## config.mk

```make
export PLATFORM = sky130hd
export DESIGN_NAME = cpu_sequencer_flat
export DESIGN_NICKNAME = d
export VERILOG_FILES = /design/src/rtl/cpu_pkg.sv /design/src/rtl/cpu_sequencer_if.sv /design/src/rtl/seq_class_decode.sv /design/src/rtl/cpu_sequencer.sv /design/src/flat_wrapper.sv
export SDC_FILE = /design/constraint.sdc
export NUM_CORES = 1
export LEC_CHECK = 0
export ABC_AREA = 1
export ABC_CLOCK_PERIOD_IN_PS = 1650
export BUFFER_PORTS_ARGS = -buffer_cell sky130_fd_sc_hd__buf_4
export CORE_ASPECT_RATIO = 1.2
export CORE_UTILIZATION = 55
export CTS_BUF_LIST = sky130_fd_sc_hd__clkbuf_4 sky130_fd_sc_hd__clkbuf_8
export DETAILED_ROUTE_END_ITERATION = 6
export MAX_ROUTING_LAYER = met4
export PLACE_DENSITY = 0.9
export SETUP_SLACK_MARGIN = 0.5
export SYNTH_ARGS = -nofsm -noshare
export SYNTH_HDL_FRONTEND = slang
export SYNTH_HIERARCHICAL = 1
export SYNTH_SLANG_ARGS = --single-unit
```

## constraint.sdc

```tcl
create_clock -name clk -period 1.65 [get_ports clk]
set_input_delay 0.0825 -clock clk [delete_from_list [all_inputs] [get_ports clk]]
set_output_delay 0.0825 -clock clk [all_outputs]
set_load 0.01 [all_outputs]
```

## src/rtl/cpu_pkg.sv

```systemverilog
// Shared types and constants for the multi-cycle CPU sequencer.
package cpu_pkg;

   localparam int RETIRE_W_DEF = 16;

   localparam logic [7:0] OP_LOAD     = 8'h40;
   localparam logic [7:0] OP_STOR     = 8'h44;
   localparam logic [7:0] OP_JCOND    = 8'h4C;
   localparam logic [7:0] OP_HALT     = 8'hFF;
   localparam logic [3:0] OP_BCOND_HI = 4'hC;

   typedef enum logic [3:0] {
      ST_IDLE,
      ST_FETCH,
      ST_FETCH_WAIT,
      ST_DECODE,
      ST_EXEC,
      ST_MEM_RD,
      ST_MEM_WB,
      ST_MEM_WR,
      ST_BRANCH,
      ST_HALT
   } seq_state_t;

   typedef enum logic [2:0] {
      CLS_ALU,
      CLS_LOAD,
      CLS_STOR,
      CLS_BRANCH,
      CLS_HALT
   } instr_class_t;

   // Terminal states retire the instruction and always leave after one cycle.
   function automatic logic is_terminal(input seq_state_t s);
      return (s == ST_EXEC) || (s == ST_MEM_WB) || (s == ST_MEM_WR) || (s == ST_BRANCH);
   endfunction

endpackage

```

## src/rtl/cpu_sequencer_if.sv

```systemverilog
// Control bus between decoder/datapath and the sequencer.
// The step strobe exists only when SEQ_SINGLE_STEP_EN is defined.
interface cpu_sequencer_if #(parameter int RETIRE_W = cpu_pkg::RETIRE_W_DEF);

   logic                run;
   logic [7:0]          opcode;
   logic                cond_true;
`ifdef SEQ_SINGLE_STEP_EN
   logic                step;
`endif
   logic                pc_en;
   logic                pc_load;
   logic                ls_cntl;
   logic                ir_en;
   logic                ram_we;
   logic                reg_we;
   logic                wb_sel;
   logic                flags_en;
   logic                busy;
   logic                halted;
   logic [RETIRE_W-1:0] retired;

`ifdef SEQ_SINGLE_STEP_EN
   modport master (
      output run, opcode, cond_true, step,
      input  pc_en, pc_load, ls_cntl, ir_en, ram_we, reg_we, wb_sel, flags_en,
             busy, halted, retired
   );

   modport slave (
      input  run, opcode, cond_true, step,
      output pc_en, pc_load, ls_cntl, ir_en, ram_we, reg_we, wb_sel, flags_en,
             busy, halted, retired
   );
`else
   modport master (
      output run, opcode, cond_true,
      input  pc_en, pc_load, ls_cntl, ir_en, ram_we, reg_we, wb_sel, flags_en,
             busy, halted, retired
   );

   modport slave (
      input  run, opcode, cond_true,
      output pc_en, pc_load, ls_cntl, ir_en, ram_we, reg_we, wb_sel, flags_en,
             busy, halted, retired
   );
`endif

endinterface

```

## src/rtl/seq_class_decode.sv

```systemverilog
// Combinational opcode-to-instruction-class decode for the sequencer.
module seq_class_decode
   import cpu_pkg::*;
(
   input  logic [7:0]   opcode,
   output instr_class_t op_class
);

   logic [3:0] op_hi;

   assign op_hi = opcode[7:4];

   always_comb begin
      op_class = CLS_ALU;
      if (opcode == OP_LOAD)
         op_class = CLS_LOAD;
      else if (opcode == OP_STOR)
         op_class = CLS_STOR;
      else if ((opcode == OP_JCOND) || (op_hi == OP_BCOND_HI))
         op_class = CLS_BRANCH;
      else if (opcode == OP_HALT)
         op_class = CLS_HALT;
   end

endmodule

```

## src/rtl/cpu_sequencer.sv

```systemverilog
// Multi-cycle fetch/decode/execute/memory/writeback sequencer driving datapath strobes.
// Optional SEQ_SINGLE_STEP_EN: one instruction per rising edge of bus.step.
module cpu_sequencer
   import cpu_pkg::*;
#(
   parameter int RETIRE_W = RETIRE_W_DEF
)
(
   input  logic           clk,
   input  logic           reset,
   cpu_sequencer_if.slave bus
);

   seq_state_t          state;
   seq_state_t          next_state;
   instr_class_t        dec_class;
   instr_class_t        class_q;
   logic                start_ok;
   logic [RETIRE_W-1:0] retired_q;

   logic pc_en_q, ls_cntl_q, ir_en_q, ram_we_q, reg_we_q;
   logic wb_sel_q, flags_en_q, branch_q, busy_q, halted_q;

   seq_class_decode u_class_decode (
      .opcode   (bus.opcode),
      .op_class (dec_class)
   );

`ifdef SEQ_SINGLE_STEP_EN
   logic step_q;

   always_ff @(posedge clk or negedge reset) begin
      if (!reset)
         step_q <= 1'b0;
      else
         step_q <= bus.step;
   end

   assign start_ok = bus.run & bus.step & ~step_q;
`else
   assign start_ok = bus.run;
`endif

   always_comb begin
      next_state = state;
      case (state)
         ST_IDLE:       if (start_ok) next_state = ST_FETCH;
         ST_FETCH:      next_state = ST_FETCH_WAIT;
         ST_FETCH_WAIT: next_state = ST_DECODE;
         ST_DECODE: begin
            case (dec_class)
               CLS_LOAD:   next_state = ST_MEM_RD;
               CLS_STOR:   next_state = ST_MEM_WR;
               CLS_BRANCH: next_state = ST_BRANCH;
               CLS_HALT:   next_state = ST_HALT;
               default:    next_state = ST_EXEC;
            endcase
         end
         ST_MEM_RD:     next_state = (class_q == CLS_LOAD) ? ST_MEM_WB : ST_IDLE;
         ST_EXEC, ST_MEM_WB, ST_MEM_WR, ST_BRANCH: begin
`ifdef SEQ_SINGLE_STEP_EN
            next_state = ST_IDLE;
`else
            next_state = bus.run ? ST_FETCH : ST_IDLE;
`endif
         end
         ST_HALT:       next_state = ST_HALT;
         default:       next_state = ST_IDLE;
      endcase
   end

   // Strobes are registered from the next state so each one is a clean Moore output.
   always_ff @(posedge clk or negedge reset) begin
      if (!reset) begin
         state      <= ST_IDLE;
         class_q    <= CLS_ALU;
         retired_q  <= '0;
         pc_en_q    <= 1'b0;
         ls_cntl_q  <= 1'b0;
         ir_en_q    <= 1'b0;
         ram_we_q   <= 1'b0;
         reg_we_q   <= 1'b0;
         wb_sel_q   <= 1'b0;
         flags_en_q <= 1'b0;
         branch_q   <= 1'b0;
         busy_q     <= 1'b0;
         halted_q   <= 1'b0;
      end else begin
         state <= next_state;
         if (state == ST_DECODE)
            class_q <= dec_class;
         if (is_terminal(state) || ((next_state == ST_HALT) && (state != ST_HALT)))
            retired_q <= retired_q + RETIRE_W'(1);
         pc_en_q    <= (next_state == ST_FETCH_WAIT);
         ir_en_q    <= (next_state == ST_FETCH_WAIT);
         ls_cntl_q  <= (next_state == ST_MEM_RD) || (next_state == ST_MEM_WB) ||
                       (next_state == ST_MEM_WR);
         ram_we_q   <= (next_state == ST_MEM_WR);
         reg_we_q   <= (next_state == ST_EXEC) || (next_state == ST_MEM_WB);
         wb_sel_q   <= (next_state == ST_MEM_WB);
         flags_en_q <= (next_state == ST_EXEC);
         branch_q   <= (next_state == ST_BRANCH);
         busy_q     <= (next_state != ST_IDLE) && (next_state != ST_HALT);
         halted_q   <= (next_state == ST_HALT);
      end
   end

   assign bus.pc_en    = pc_en_q;
   assign bus.pc_load  = branch_q & bus.cond_true;
   assign bus.ls_cntl  = ls_cntl_q;
   assign bus.ir_en    = ir_en_q;
   assign bus.ram_we   = ram_we_q;
   assign bus.reg_we   = reg_we_q;
   assign bus.wb_sel   = wb_sel_q;
   assign bus.flags_en = flags_en_q;
   assign bus.busy     = busy_q;
   assign bus.halted   = halted_q;
   assign bus.retired  = retired_q;

endmodule

```

## src/flat_wrapper.sv

```systemverilog
// flat-port wrapper written by rule: the top's interface ports become plain ports
module cpu_sequencer_flat import cpu_pkg::*;
#(
   parameter int RETIRE_W = RETIRE_W_DEF
)
  (clk, reset, bus_run, bus_opcode, bus_cond_true, bus_pc_en, bus_pc_load, bus_ls_cntl, bus_ir_en, bus_ram_we, bus_reg_we, bus_wb_sel, bus_flags_en, bus_busy, bus_halted, bus_retired);
  cpu_sequencer_if #(.RETIRE_W(RETIRE_W)) bus_i ();
  input  logic clk;
  input  logic reset;
  input wire logic [$bits(bus_i.run)-1:0] bus_run;
  input wire logic [$bits(bus_i.opcode)-1:0] bus_opcode;
  input wire logic [$bits(bus_i.cond_true)-1:0] bus_cond_true;
  output wire logic [$bits(bus_i.pc_en)-1:0] bus_pc_en;
  output wire logic [$bits(bus_i.pc_load)-1:0] bus_pc_load;
  output wire logic [$bits(bus_i.ls_cntl)-1:0] bus_ls_cntl;
  output wire logic [$bits(bus_i.ir_en)-1:0] bus_ir_en;
  output wire logic [$bits(bus_i.ram_we)-1:0] bus_ram_we;
  output wire logic [$bits(bus_i.reg_we)-1:0] bus_reg_we;
  output wire logic [$bits(bus_i.wb_sel)-1:0] bus_wb_sel;
  output wire logic [$bits(bus_i.flags_en)-1:0] bus_flags_en;
  output wire logic [$bits(bus_i.busy)-1:0] bus_busy;
  output wire logic [$bits(bus_i.halted)-1:0] bus_halted;
  output wire logic [$bits(bus_i.retired)-1:0] bus_retired;
  assign bus_i.run = bus_run;
  assign bus_i.opcode = bus_opcode;
  assign bus_i.cond_true = bus_cond_true;
  assign bus_pc_en = bus_i.pc_en;
  assign bus_pc_load = bus_i.pc_load;
  assign bus_ls_cntl = bus_i.ls_cntl;
  assign bus_ir_en = bus_i.ir_en;
  assign bus_ram_we = bus_i.ram_we;
  assign bus_reg_we = bus_i.reg_we;
  assign bus_wb_sel = bus_i.wb_sel;
  assign bus_flags_en = bus_i.flags_en;
  assign bus_busy = bus_i.busy;
  assign bus_halted = bus_i.halted;
  assign bus_retired = bus_i.retired;
  cpu_sequencer #(.RETIRE_W(RETIRE_W)) u_core (.clk(clk), .reset(reset), .bus(bus_i));
endmodule
```

==> summary.txt <==
Status
  – Result of the run: completed

Clock tree
  – Number of sinks driven by the clock tree: 32
  – H-Tree Depth: 2
  – Worst-path clk slew: 0.11 ns
  – Root buffer cell: sky130_fd_sc_hd__clkbuf_4
  – Clock buffer count from CTS: 5
  – Clock tree from TritonCTS: built
  – Skew-Pair Late Insertion Delay: 0.34 ns
  – Clk buf depth: 2

Route
  – Number of remaining DRC errors: 0
  – Mean routed wirelength per cell: 14.59 um
  – Count of routing violations after the opening detailed-route iteration: between 60 and 70
  – Via count: 1,908
  – Iteration count of the initial detailed-routing pass: 4
  – Ratio of routed vias to standard cells: 5.595
  – Post-detailed-routing wire length: 4974 um
  – Number of nets with antenna violations after routing: 0

Worst setup path
  – Critical path buffers and inverters: 1
  – Data required time at the worst endpoint: 1.89 ns
  – Highest cell delay on the worst timing path: 0.48 ns
  – Worst endpoint data arrival time: between 1.5 and 2 ns
  – Highest-delay cell along the critical path: sky130_fd_sc_hd__dfrtp_2
  – Family with the most delay on the worst path: simple AND/OR/NAND/NOR gates
  – Sort of element at the start of the critical path: flip-flop
  – Crit Path Max Fanout: 8
  – CP Cell Sequence: nor2_4, nand2_4, o21ai_4, nand3_4, buf_6, nand3_1, nand2_1
  – Critical Path End Type: flip-flop
  – CP Class: reg2reg

Min path
  – Hold Path Class: in2async

STA
  – TNS Setup: 0 ns
  – RSZ-0062 raised after global routing: yes
  – Slew Limit Headroom: between 70 and 80%
  – Share of the clock period used by the worst path: 92.36%
  – Final hold viol count: 0
  – Clk_skew: 0.01431 ns
  – Final setup violation count: 0
  – Period minus WS final: ~1.5 ns
  – Number of pins with negative max-slew slack in the final report: 0
  – Slew at the pin closest to its max-slew limit: 0.4015 ns
  – Maximum clock frequency: 656.2 MHz

Final layout
  – Antenna cells: 0
  – Number of nets in the finished design: around 320
  – Share of cells above drive strength 1: 45.25%
  – Area overhead of the layout relative to synthesis: 38.68%
  – Post-Layout Inst Area: 2584 um2
  – Utilization after layout: ~80%

Floorplan
  – I/O pins: 38
  – Die X-Extent: ~55 um
  – Starting density of the core: 59.37%
  – Die boundary height: approximately 66 um
  – Total die area: 3625 um2
  – Total number of placement rows: 22
  – Core box area: 3138 um2

GRT
  – Initial antenna violation count: 0
  – Remaining global-route overflow: 0
  – Global-route wire length before repair: 7334 um
  – Maximum number of pins on one net before global-route repair: 33
  – Total routing resource utilization after global routing: between 20 and 30%
  – Number of global-route vias before repair: 1,831

Power
  – Leak Pwr: between 1 and 1.5 nW
  – IR Drop Worst-Case VDD: about 0.0011 V
  – Cell area power density: 1340 nW/um2

Logic synthesis
  – Synth Net Count: 256
  – Portion of the post-synthesis area used by sequential elements: 42.98%
  – Mapped cell area: roughly 1900 um2
  – Share of Yosys cell area claimed by the top area cell type: 42.98%
  – Cells taking the most area after synthesis: sky130_fd_sc_hd__dfrtp_1 (43%), sky130_fd_sc_hd__nand2_1 (12%), sky130_fd_sc_hd__nand3_1 (7.3%)
  – Unique cell type count in the Yosys netlist: 26
  – Count of mapped cells out of synthesis: roughly 240
  – Cell type contributing the most total cell area after synthesis: sky130_fd_sc_hd__dfrtp_1
  – Total number of yosys warnings: 6
  – Mean post-synth cell area: 7.667 um2
  – Synth Register Bits: 32

Placed design
  – Number of input and output port buffers inserted: 37
  – Hpwl dp: 2945 um
  – Total placed instance area: approximately 2200 um2
  – Final weighted congestion of routability-driven global placement: 0.8696

Job
  – Max cap viols: 0
==> cell type report <==
cell class | count | area [um2]
Clock inverter | 2 | 35.03
Tap cell | 36 | 45.04
Fill cell | 199 | 554.3
Sequential cell | 32 | 810.8
Inverter | 32 | 128.9
Multi-Input combinational cell | 175 | 1062
Timing Repair Buffer | 58 | 456.7
Clock buffer | 6 | 45.04
==> where the power goes <==
group | switching [mW] | leakage (nW) | internal, mW
logic | 0.972 | 0.845 | 0.751
registers | 0.174 | 0.421 | 0.957
clock network | 0.274 | 0.0456 | 0.334
total | 1.42 | 1.31 | 2.04
==> Yosys cell counts, drive strengths merged <==
master and count:
or2 1, nand3 28, a21oi 2, inv 31
o211ai 1, o21ai 7, xnor2 5, nand4 1
ha 1, buf 3, dfrtp 32, xor2 9
clkbuf 1, nor2 36, nand2 78, clkinv 1
nor3 6
==> layout by cell type, fill, tap and decap left out, types with 3 or more instances in the layout <==
master                     netlist  routed
sky130_fd_sc_hd__o21ai_1         0       3
sky130_fd_sc_hd__nor3_2          0       3
sky130_fd_sc_hd__inv_2           7       7
sky130_fd_sc_hd__buf_4           1      52
sky130_fd_sc_hd__nor2_2          6      10
sky130_fd_sc_hd__inv_1          24      21
sky130_fd_sc_hd__inv_4           0       3
sky130_fd_sc_hd__nand2_1        62      58
sky130_fd_sc_hd__nand3_1        27      16
sky130_fd_sc_hd__nor2_4          1       4
sky130_fd_sc_hd__dfrtp_2         0       8
sky130_fd_sc_hd__dfrtp_1        32      24
sky130_fd_sc_hd__nor2_1         29      22
sky130_fd_sc_hd__clkbuf_4        0       6
sky130_fd_sc_hd__xor2_1          9       9
sky130_fd_sc_hd__nor3_1          6       3
sky130_fd_sc_hd__buf_6           0       5
sky130_fd_sc_hd__nand2_4         5       6
sky130_fd_sc_hd__xnor2_1         5       5
sky130_fd_sc_hd__nand2_2        11      13
sky130_fd_sc_hd__nand3_2         0      11
==> final timing paths <==
kind | depth (start not counted) | endpoint | start | slack [ns]
min | 2 | u_core/bus.retired[12] | reset | 0.21
max | 7 | u_core/bus.retired[4] | u_core/state[2] | 0.13
min in group clk | 5 | u_core/class_q[2] | bus_opcode[4] | 0.25
max in group asynchronous | 2 | u_core/state[2] | reset | 1.11
max reg2reg | 7 | u_core/bus.retired[4] | u_core/state[2] | 0.13
min reg2reg | 2 | u_core/class_q[0] | u_core/class_q[0] | 0.51
==> state kept, by name (all words and copies together), names as in the netlist <==
| register | cells |
|---|---|
| u_core/branch_q | 1 |
| u_core/bus.busy | 1 |
| u_core/bus.flags_en | 1 |
| u_core/bus.halted | 1 |
| u_core/bus.ir_en | 1 |
| u_core/bus.ls_cntl | 1 |
| u_core/bus.ram_we | 1 |
| u_core/bus.reg_we | 1 |
| u_core/bus.retired | 16 |
| u_core/bus.wb_sel | 1 |
| u_core/class_q | 3 |
| u_core/state | 4 |
==> routing by layer <==
metal | global-route usage, % | share of wire [%]
met5 | - | 0
met4 | 20.00 | 4.6
met3 | 5.556 | 4.4
met2 | 51.36 | 55
met1 | 28.00 | 36
==> what timing repair did <==
item / 4_1_cts / 5_1_grt
cloned: 0 / 0
hold endpoints to repair: 32 / 0
setup endpoints to repair: 25 / 31
hold buffers: 1 / 0
setup buffers: 12 / 3
resized for setup: 30 / 19
pin swaps: 7 / 6
==> metrics by stage <==
step / setup WS [ns] / hold WS (ns) / cells / total power, mW
CTS: 0.1727 / 0.2145 / 338 / 3.293
global route: 0.06062 / 0.2625 / 341 / 3.647
floorplan: 0.2374 / -0.2131 / 243 / 1.941
finish: 0.1260 / 0.2083 / 341 / 3.462
global placement: 0.06459 / 0.03828 / 317 / 2.256
detailed placement: 0.004135 / 0.04486 / 317 / 2.296
==> kinds of logic after synthesis <==
| group | after synthesis | share of synthesized area, % |
|---|---|---|
| buffers and inverters | 36 | 8.395 |
| XOR/XNOR | 14 | 6.582 |
| AO/OA/AOI/OAI | 10 | 3.224 |
| flip-flops | 32 | 42.98 |
| adder cells (fa/ha/maj) | 1 | 0.6715 |
| AND/OR/NAND/NOR | 150 | 38.15 |
Note: power is estimated with default switching activity, not from simulation.
